===== config.mk =====
export PLATFORM = sky130hd
export DESIGN_NAME = pipe_ctrl
export DESIGN_NICKNAME = d
export VERILOG_FILES = /design/src/rtl/pipe_ctrl_pkg.sv /design/src/rtl/pixel_triplet_cnt.sv /design/src/rtl/pipe_ctrl.sv
export SDC_FILE = /design/constraint.sdc
export NUM_CORES = 1
export LEC_CHECK = 0
export CORE_MARGIN = 2
export CORE_UTILIZATION = 37
export DETAILED_ROUTE_END_ITERATION = 8
export GPL_ROUTABILITY_DRIVEN = 0
export PLACE_DENSITY = 0.66
export SYNTH_ARGS = -nofsm -noshare
export SYNTH_HDL_FRONTEND = slang
export SYNTH_SLANG_ARGS = --single-unit

===== constraint.sdc =====
create_clock -name i_clk -period 2.45 [get_ports i_clk]
set_input_delay 0.49 -clock i_clk [delete_from_list [all_inputs] [get_ports i_clk]]
set_output_delay 0.49 -clock i_clk [all_outputs]
set_load 0.05 [all_outputs]

===== src/rtl/pipe_ctrl_pkg.sv =====
// Shared definitions for the pipe_ctrl packet sequencer: FSM state codes,
// bytes per RGB pixel and the default counter width.
package pipe_ctrl_pkg;

    typedef enum logic [1:0] {
        IDLE   = 2'd0,
        STREAM = 2'd1,
        DRAIN  = 2'd2,
        FLUSH  = 2'd3
    } state_t;

    localparam int PIXEL_BYTES   = 3;
    localparam int PKT_W_DEFAULT = 12;

endpackage


===== src/rtl/pixel_triplet_cnt.sv =====
// Groups popped RGB bytes into pixels: a mod-3 phase counter whose wrap
// counts one completed triplet. A trailing partial triplet never reaches
// the triplet count and its phase is dropped by clr.
module pixel_triplet_cnt
    import pipe_ctrl_pkg::*;
#(
    parameter int PKT_W = PKT_W_DEFAULT
) (
    input  logic             clk,
    input  logic             rst_n,
    input  logic             clr,
    input  logic             adv,
    output logic [PKT_W-1:0] triplets
);

    localparam logic [1:0] LAST_PHASE = 2'(PIXEL_BYTES - 1);

    logic [1:0] phase;

    // Advance the byte phase on each pop; the final byte of a pixel bumps the triplet count
    always_ff @(posedge clk or negedge rst_n) begin
        if (!rst_n) begin
            phase    <= '0;
            triplets <= '0;
        end else if (clr) begin
            phase    <= '0;
            triplets <= '0;
        end else if (adv) begin
            if (phase == LAST_PHASE) begin
                phase    <= '0;
                triplets <= triplets + PKT_W'(1);
            end else begin
                phase <= phase + 2'd1;
            end
        end
    end

endmodule


===== src/rtl/pipe_ctrl.sv =====
// Packet sequencer between the RGB input buffer, the gray converter and the
// gray output buffer. Pops input bytes while streaming/draining, waits for
// the converter to deliver one gray byte per completed pixel, then hands
// the answer to the manager with a one-cycle o_out_last pulse.
// Optional watchdog: define PIPE_CTRL_TIMEOUT_EN to abort a packet that
// stays in DRAIN/FLUSH for TIMEOUT_CYCLES cycles.
module pipe_ctrl
    import pipe_ctrl_pkg::*;
#(
    parameter int PKT_W          = PKT_W_DEFAULT,
    parameter int TIMEOUT_CYCLES = 1024
) (
    input  logic             i_clk,
    input  logic             i_rst,
    input  logic             i_in_empty,
    input  logic             i_in_last,
    input  logic             i_out_full,
    input  logic             i_out_busy,
    input  logic             i_gray_valid,
    input  logic             i_tmanager_ready,
    output logic             o_enb,
    output logic             o_out_last,
    output logic [PKT_W-1:0] o_packet_size_in_bytes,
    output logic [1:0]       o_state,
    output logic             o_err_overflow,
    output logic             o_err_timeout
);

    localparam logic [PKT_W-1:0] BYTE_MAX = '1;

    state_t           state;
    logic             last_seen;
    logic [PKT_W-1:0] byte_cnt;
    logic [PKT_W-1:0] gray_cnt;
    logic [PKT_W-1:0] triplet_cnt;
    logic             flush_done;
    logic             timeout_hit;
    logic             go_idle;

    function automatic logic [PKT_W-1:0] sat_inc(input logic [PKT_W-1:0] v);
        return (v == BYTE_MAX) ? v : v + PKT_W'(1);
    endfunction

    assign o_enb      = ((state == STREAM) || (state == DRAIN)) && !i_in_empty && !i_out_full;
    assign o_state    = state;
    assign flush_done = (state == FLUSH) && i_tmanager_ready && !i_out_busy;
    // Every return to IDLE (normal hand-off or watchdog abort) restarts the counters
    assign go_idle    = flush_done || timeout_hit;

`ifdef PIPE_CTRL_TIMEOUT_EN
    localparam int WD_W = $clog2(TIMEOUT_CYCLES + 1);

    logic [WD_W-1:0] wd_cnt;
    logic            err_timeout;

    assign timeout_hit   = ((state == DRAIN) || (state == FLUSH)) &&
                           (wd_cnt == WD_W'(TIMEOUT_CYCLES - 1));
    assign o_err_timeout = err_timeout;

    // Watchdog: count cycles spent waiting in DRAIN/FLUSH, sticky flag on expiry
    always_ff @(posedge i_clk or negedge i_rst) begin
        if (!i_rst) begin
            wd_cnt      <= '0;
            err_timeout <= 1'b0;
        end else begin
            if (((state == DRAIN) || (state == FLUSH)) && !timeout_hit)
                wd_cnt <= wd_cnt + WD_W'(1);
            else
                wd_cnt <= '0;
            if (timeout_hit)
                err_timeout <= 1'b1;
        end
    end
`else
    logic unused_timeout_cfg;

    assign timeout_hit        = 1'b0;
    assign o_err_timeout      = 1'b0;
    assign unused_timeout_cfg = ^TIMEOUT_CYCLES;
`endif

    pixel_triplet_cnt #(
        .PKT_W(PKT_W)
    ) u_triplet (
        .clk     (i_clk),
        .rst_n   (i_rst),
        .clr     (go_idle),
        .adv     (o_enb),
        .triplets(triplet_cnt)
    );

    // Packet FSM, end-of-answer pulse, size capture and the last-byte marker
    always_ff @(posedge i_clk or negedge i_rst) begin
        if (!i_rst) begin
            state                  <= IDLE;
            o_out_last             <= 1'b0;
            o_packet_size_in_bytes <= '0;
            last_seen              <= 1'b0;
        end else begin
            o_out_last <= go_idle;
            // A marker arriving on the hand-off cycle belongs to the next packet
            if (i_in_last)
                last_seen <= 1'b1;
            else if (go_idle)
                last_seen <= 1'b0;

            if (go_idle) begin
                state <= IDLE;
                if (flush_done && !timeout_hit)
                    o_packet_size_in_bytes <= gray_cnt;
            end else begin
                case (state)
                    IDLE:    if (!i_in_empty) state <= STREAM;
                    STREAM:  if (last_seen) state <= DRAIN;
                    DRAIN:   if (i_in_empty && !o_enb && (gray_cnt == triplet_cnt)) state <= FLUSH;
                    FLUSH:   ;
                    default: state <= IDLE;
                endcase
            end
        end
    end

    // Saturating byte counter with sticky overflow, and the gray byte counter
    always_ff @(posedge i_clk or negedge i_rst) begin
        if (!i_rst) begin
            byte_cnt       <= '0;
            gray_cnt       <= '0;
            o_err_overflow <= 1'b0;
        end else begin
            if (go_idle) begin
                byte_cnt <= '0;
                gray_cnt <= '0;
            end else begin
                if (o_enb)
                    byte_cnt <= sat_inc(byte_cnt);
                if (i_gray_valid)
                    gray_cnt <= gray_cnt + PKT_W'(1);
                if (o_enb && (byte_cnt == BYTE_MAX))
                    o_err_overflow <= 1'b1;
            end
        end
    end

endmodule

Word level (Yosys, flattened, before mapping)
Cells that the tools add are included.

Register bits: 55. Bits in latches: 0. Bits in writable memories: 0. Memory bits (read-only): 0. Bits of input ports: 8. Logic and storage cells: 64. Memories kept: 0.

$add $sub $neg: 4. $mul: 0. Div/mod/pow operators: 0. $lt $le $gt $ge: 0. Equal/unequal tests: 10. Shifts and indexed selects: 0. Muxes and demuxes: 18. Bitwise operators: 1. Reductions and logical operators: 22.

Operators by type and width (count): 12-bit 2-to-1 mux (8); 12-bit by 1-bit adder with 12-bit output (second input constant) (3); 2-bit 2-to-1 mux (7); 12-bit == test (1); 12-bit == test (second input constant) (1); 2-bit nonzero test (4); 1-bit logical AND (7); 2-bit == test (second input constant) (3); 3-bit != test (second input constant) (2); 2-bit case mux with 3 select lines (1); 2-bit AND reduction (3); 1-bit logical NOT (4); 4-bit AND reduction (1); 4-bit nonzero test (1); 3-bit by 2-bit != test with 1-bit output (second input constant) (1); 2-bit by 1-bit adder with 2-bit output (second input constant) (1); 2-bit by 1-bit == test with 1-bit output (second input constant) (1); 2-bit logical NOT (1); 1-bit 2-to-1 mux (2); 2-bit != test (second input constant) (1); 1-bit logical OR (1); 1-bit NOT (1).

Longest topological paths before layout
Gate-level depths: netlist (run 1).

Depth in word-level cells: 10. Mapped depth: 9. Depth with buffers taken out: 8.

Cells and area by module
Synthesis (run 1) repeated with hierarchy kept, for this count alone.

Cells, all modules: 287. Area, all modules: 2850.2 um2.

Modules (own cells, without submodules): pipe_ctrl (instances 1, cells an instance 214, area an instance 2092.0 um2, seq. area each 1026.0 um2); pixel_triplet_cnt (instances 1, cells an instance 73, area an instance 758.2 um2, seq. area each 350.3 um2).

Worst setup path after synthesis (run 1)
OpenSTA, ideal clock, no wires.

Path kind: reg-to-reg. Start point: register state[0], in the netlist o_state[0]. End point: register u_triplet.triplets[7]. Setup time: 0.078 ns. Arrival time: 2.539 ns. Data required time: 2.372 ns. Path slack: -0.167 ns. Stages on the path, launching flop included: 9. Path buffers: 1. Period minus slack after synthesis: 2.617 ns. Cell sequence: dfrtp_1 -> inv_1 -> ha_1 -> or3b_1 -> buf_6 -> nor3b_4 -> nand3_2 -> or3_1 -> a21oi_1.

Cells in the longest elaborated chain, start to end: 6.

RTL lines: start: declaration (RTL line pipe_ctrl.sv:31) `state_t state;`; start signal: assignment (RTL line pipe_ctrl.sv:95) `state <= IDLE;`; start signal: assignment (RTL line pipe_ctrl.sv:108) `state <= IDLE;`; start signal: assignment (RTL line pipe_ctrl.sv:113) `IDLE: if (!i_in_empty) state <= STREAM;`; 2-bit by 1-bit == test with 1-bit output / 2-bit == test (equally long branches) (RTL line pipe_ctrl.sv:44) `assign o_enb = ((state == STREAM) || (state == DRAIN)) && !i_in_empty && !i_out_full;`; 1-bit logical OR (RTL line pipe_ctrl.sv:44); 1-bit logical AND (2 in a row) (RTL line pipe_ctrl.sv:44); 2-bit nonzero test (no line); 2-bit AND reduction (no line); end signal: assignment (RTL line pixel_triplet_cnt.sv:31) `triplets <= triplets + PKT_W'(1);`; end: declaration (RTL line pixel_triplet_cnt.sv:13) `output logic [PKT_W-1:0] triplets`.

Several ways; a longest one is shown, not always the timed one. A chain may end at the register's enable or synchronous reset.

Worst setup path in the final report (run 1)
Start point: register state[1], in the netlist o_state[1]. End point: output port o_enb.

Cells in the longest elaborated chain, start to end: 4.

RTL lines: 2-bit by 1-bit == test with 1-bit output / 2-bit == test (equally long branches) (RTL line pipe_ctrl.sv:44); 1-bit logical OR (*) (RTL line pipe_ctrl.sv:44); 1-bit logical AND (*) (2 in a row) (RTL line pipe_ctrl.sv:44); end: declaration (RTL line pipe_ctrl.sv:21) `output logic o_enb,`.

Mark *: on every way between the ends. The rest lies on a longest branch, timed or not.

==> flow_metrics.py, run 1 <==
metrics = {
    "outcome": {
        "status": "completed",
    },
    "synth": {
        "syn-cell-area_um2": 2740,
        "seq_area_frac_synth_pct": 50.3,
        "synth_edf_count": 0,
        "synth_area_leaders": "dfrtp_1 (50%), nand2_1 (6.4%), xnor2_1 (5.1%), xor2_1 (5.1%), nor2_1 (4.2%)",
        "synthArstFlopShare_pct": 100,
        "synth_area_per_cell_um2": 9.61,
        "synth_cells": 285,
        "synth_top_area_cell": "dfrtp_1",
        "yosysTopAreaCellShare_pct": 50.3,
        "ys_warn_count": 0,
        "ys_ff_latch": 55,
        "syn_nets": 300,
        "synth.distinct_cells": 42,
        "ys.flop_type": "dfrtp_1",
    },
    "timing": {
        "hold_viol": 0,
        "worstMarginPinSlew_ps": 558,
        "skew_ps": 8.35,
        "totalNegativeSetupSlack_ps": 0,
        "setup_violations": 0,
        "slew_headroom_pct": 61.9,
        "fmax_ghz": 0.422,
        "maxSlewViolCount": 0,
        "fin_crit_ps": 2370,
        "period_share_pct": 96.8,
    },
    "route": {
        "drt-pass1-iter-count": 6,
        "via_count": 2107,
        "postRouteAntennaNets": 0,
        "routedWlPerCell_um": 13.3,
        "vias_per_cell": 4.97,
        "drt-initial-drc-count": 112,
        "wl_mm": 5.64,
        "drcViolationCount": 0,
    },
    "grt": {
        "grt_pass1_wl_mm": 10.3,
        "grt_max_degree": 29,
        "grt_pass1_vias": 2151,
        "grt_util_met2_pct": 24.1,
        "grtUsageMet3_pct": 2.85,
        "grt_util_met1_pct": 21.8,
        "grt_usage_pct": 15.3,
        "top_usage_layer": "met2",
        "antenna_found_initial": 0,
        "grt_overflow": 0,
    },
    "critical_path": {
        "cp-start-kind": "flop",
        "critPathMaxStageDelay_ps": 420,
        "ff2ff_path_depth": 8,
        "crit_path_max_fanout": 7,
        "crit_path_end_kind": "output port",
        "crit_path_cell_trace": "inv_2, ha_1, or3b_4, buf_4, inv_4, buf_12",
        "cp.arrival_ps": 1880,
        "cp.required_ps": 1960,
        "critPathSlowestCell": "or3b_4",
        "critPathKind": "reg -> out",
    },
    "final_layout": {
        "num-fill-cells": 720,
        "syn_to_final_growth_pct": 21.2,
        "antenna_cells": 0,
        "drive_gt1_share_pct": 12.9,
        "final_nets": 339,
    },
    "placement": {
        "port_buffers": 24,
        "place_hpwl_mm": 4.16,
    },
    "cts": {
        "clkSlewWorstSetupHoldPaths_ps": 100,
        "clk_latency_ps": 310,
        "clockRootBuffer": "clkbuf_8",
        "clock_path_buffers": 2,
        "cts_tree": "done",
        "cts_made_buffers": 5,
        "numClockSinks": 55,
        "h-tree-depth": 2,
        "cts_hold_repair.buffers": 0,
    },
    "floorplan": {
        "row_count": 31,
        "start_util_pct": 38.0,
        "die_h_um": 90.0,
        "die_w_um": 90.0,
        "dieArea_um2": 8110,
        "coreArea_um2": 7210,
        "io_pins": 26,
    },
    "pwr": {
        "ir_drop_uv": 281,
        "power.density_nw_per_um2": 883,
        "power.total_uw": 2930,
        "p_leak_uw": 0.00157,
    },
    "worst_hold_path": {
        "hold_path_class": "in -> async",
    },
    "job": {
        "max-cap-violations": 0,
    },
}
[placed cells by master, fill, tap and decap left out, drive strengths merged, types with 3 or more instances in the layout]
master         count
or4                3
inv               11
and4               4
o21ai              9
clkbuf             6
dfrtp             55
nand4              9
nand2             48
and3               8
nand3             12
ha                 7
xor2              16
a21oi             11
or3                6
nor2              31
clkdlybuf4s50     22
mux2i              5
buf               21
xnor2             16
[worst paths after layout]
| check | endpoint | start | slack (ps) |
|---|---|---|---|
| max reg2reg | u_triplet.triplets[5] | o_state[1] | 140 |
| min in group i_clk | o_err_overflow | o_err_overflow | 480 |
| min reg2reg | o_err_overflow | o_err_overflow | 480 |
| max | o_enb | o_state[1] | 80 |
| max in group asynchronous | o_state[0] | i_rst | 1670 |
| min | u_triplet.triplets[10] | i_rst | 140 |
[registers in the layout, indices dropped and copies added, names as in the netlist]
name,cells
o_state,2
byte_cnt,12
u_triplet.phase,2
u_triplet.triplets,12
o_err_overflow,1
last_seen,1
gray_cnt,12
o_packet_size_in_bytes,12
o_out_last,1
[per-layer routing]
layer | share of wire [%] | wire [um]
met3 | 3.8 | 214
met1 | 49 | 2740
met2 | 47 | 2630
met5 | 0 | 0
met4 | 1.1 | 63
[power breakdown]
| part | total [uW] | switching, uW | internal (uW) | leakage, uW |
|---|---|---|---|---|
| registers | 1240 | 174 | 1060 | 0.000738 |
| clock network | 620 | 289 | 331 | 0.0000612 |
| logic | 1070 | 629 | 445 | 0.000771 |
| total | 2930 | 1090 | 1840 | 0.00157 |
[cell usage after synthesis, types with 4 or more instances]
cell type and count:
dfrtp_1 55, nand2_1 47, nor2_1 31, xnor2_1 16
xor2_1 16, a21oi_1 11, inv_1 11, nand3_1 11
nand4_1 9, o21ai_0 9, and3_1 8, ha_1 7
clkbuf_1 6, mux2i_1 5, or3_1 5, and4_1 4
[layout make-up]
type	count	area, um2	share of cell area [%]
clock buffer	6	82.6	2.49
tap	99	124	3.73
sequential	55	1380	41.5
multi-input combinational	208	1270	38.2
clock inverter	2	35.0	1.06
timing repair buffer	43	388	11.7
inverter	11	43.8	1.32
[worst max-delay path: cells and delay by family, from the launching register on]
family                     cells  cell delay [ps]
adders and majority gates      1              300
buffers and inverters          4              440
DFF                            1              410
and+or+nand+nor                1              420
[through the flow]
step	hold slack (ps)	cells	util (%)	worst slack (ps)	instance area, um2
after floorplan	194	285	-	25.9	2740
after global placement	454	413	44.0	34.7	3180
after detailed placement	460	413	44.0	17.3	3180
after CTS	153	421	45.7	24.7	3300
after global routing	161	424	46.0	-8.05	3320
final	138	424	46.0	78.6	3320
[cells by family (layout without fill, tap and decap cells)]
logic type	after synthesis	in the layout	synth area share [%]
AOI/OAI and AO/OA	35	35	8.04
buffers and inverters	22	62	3.52
other	1	1	0.137
adders and majority gates	7	7	3.20
xor gates and xnor gates	32	32	10.2
and+or+nand+nor	128	128	22.8
DFF	55	55	50.3
muxes	5	5	1.83
[timing repair]
| action | CTS | global route |
|---|---|---|
| setup endpoints to repair | 1 | 1 |
| hold endpoints to repair | 0 | 0 |
| gates resized for setup | 2 | 1 |
| setup buffers | 0 | 3 |
| pin swaps | 0 | 0 |
No activity file was read; power rests on OpenSTA's default activity.
==> inputs of run 2 (changes only) <==
Settings changed: ABC_CLOCK_PERIOD_IN_PS from default to 2450.
==> results of run 2 <==
Same layout as run 1: the final DEF is identical, and so are final timing and power.
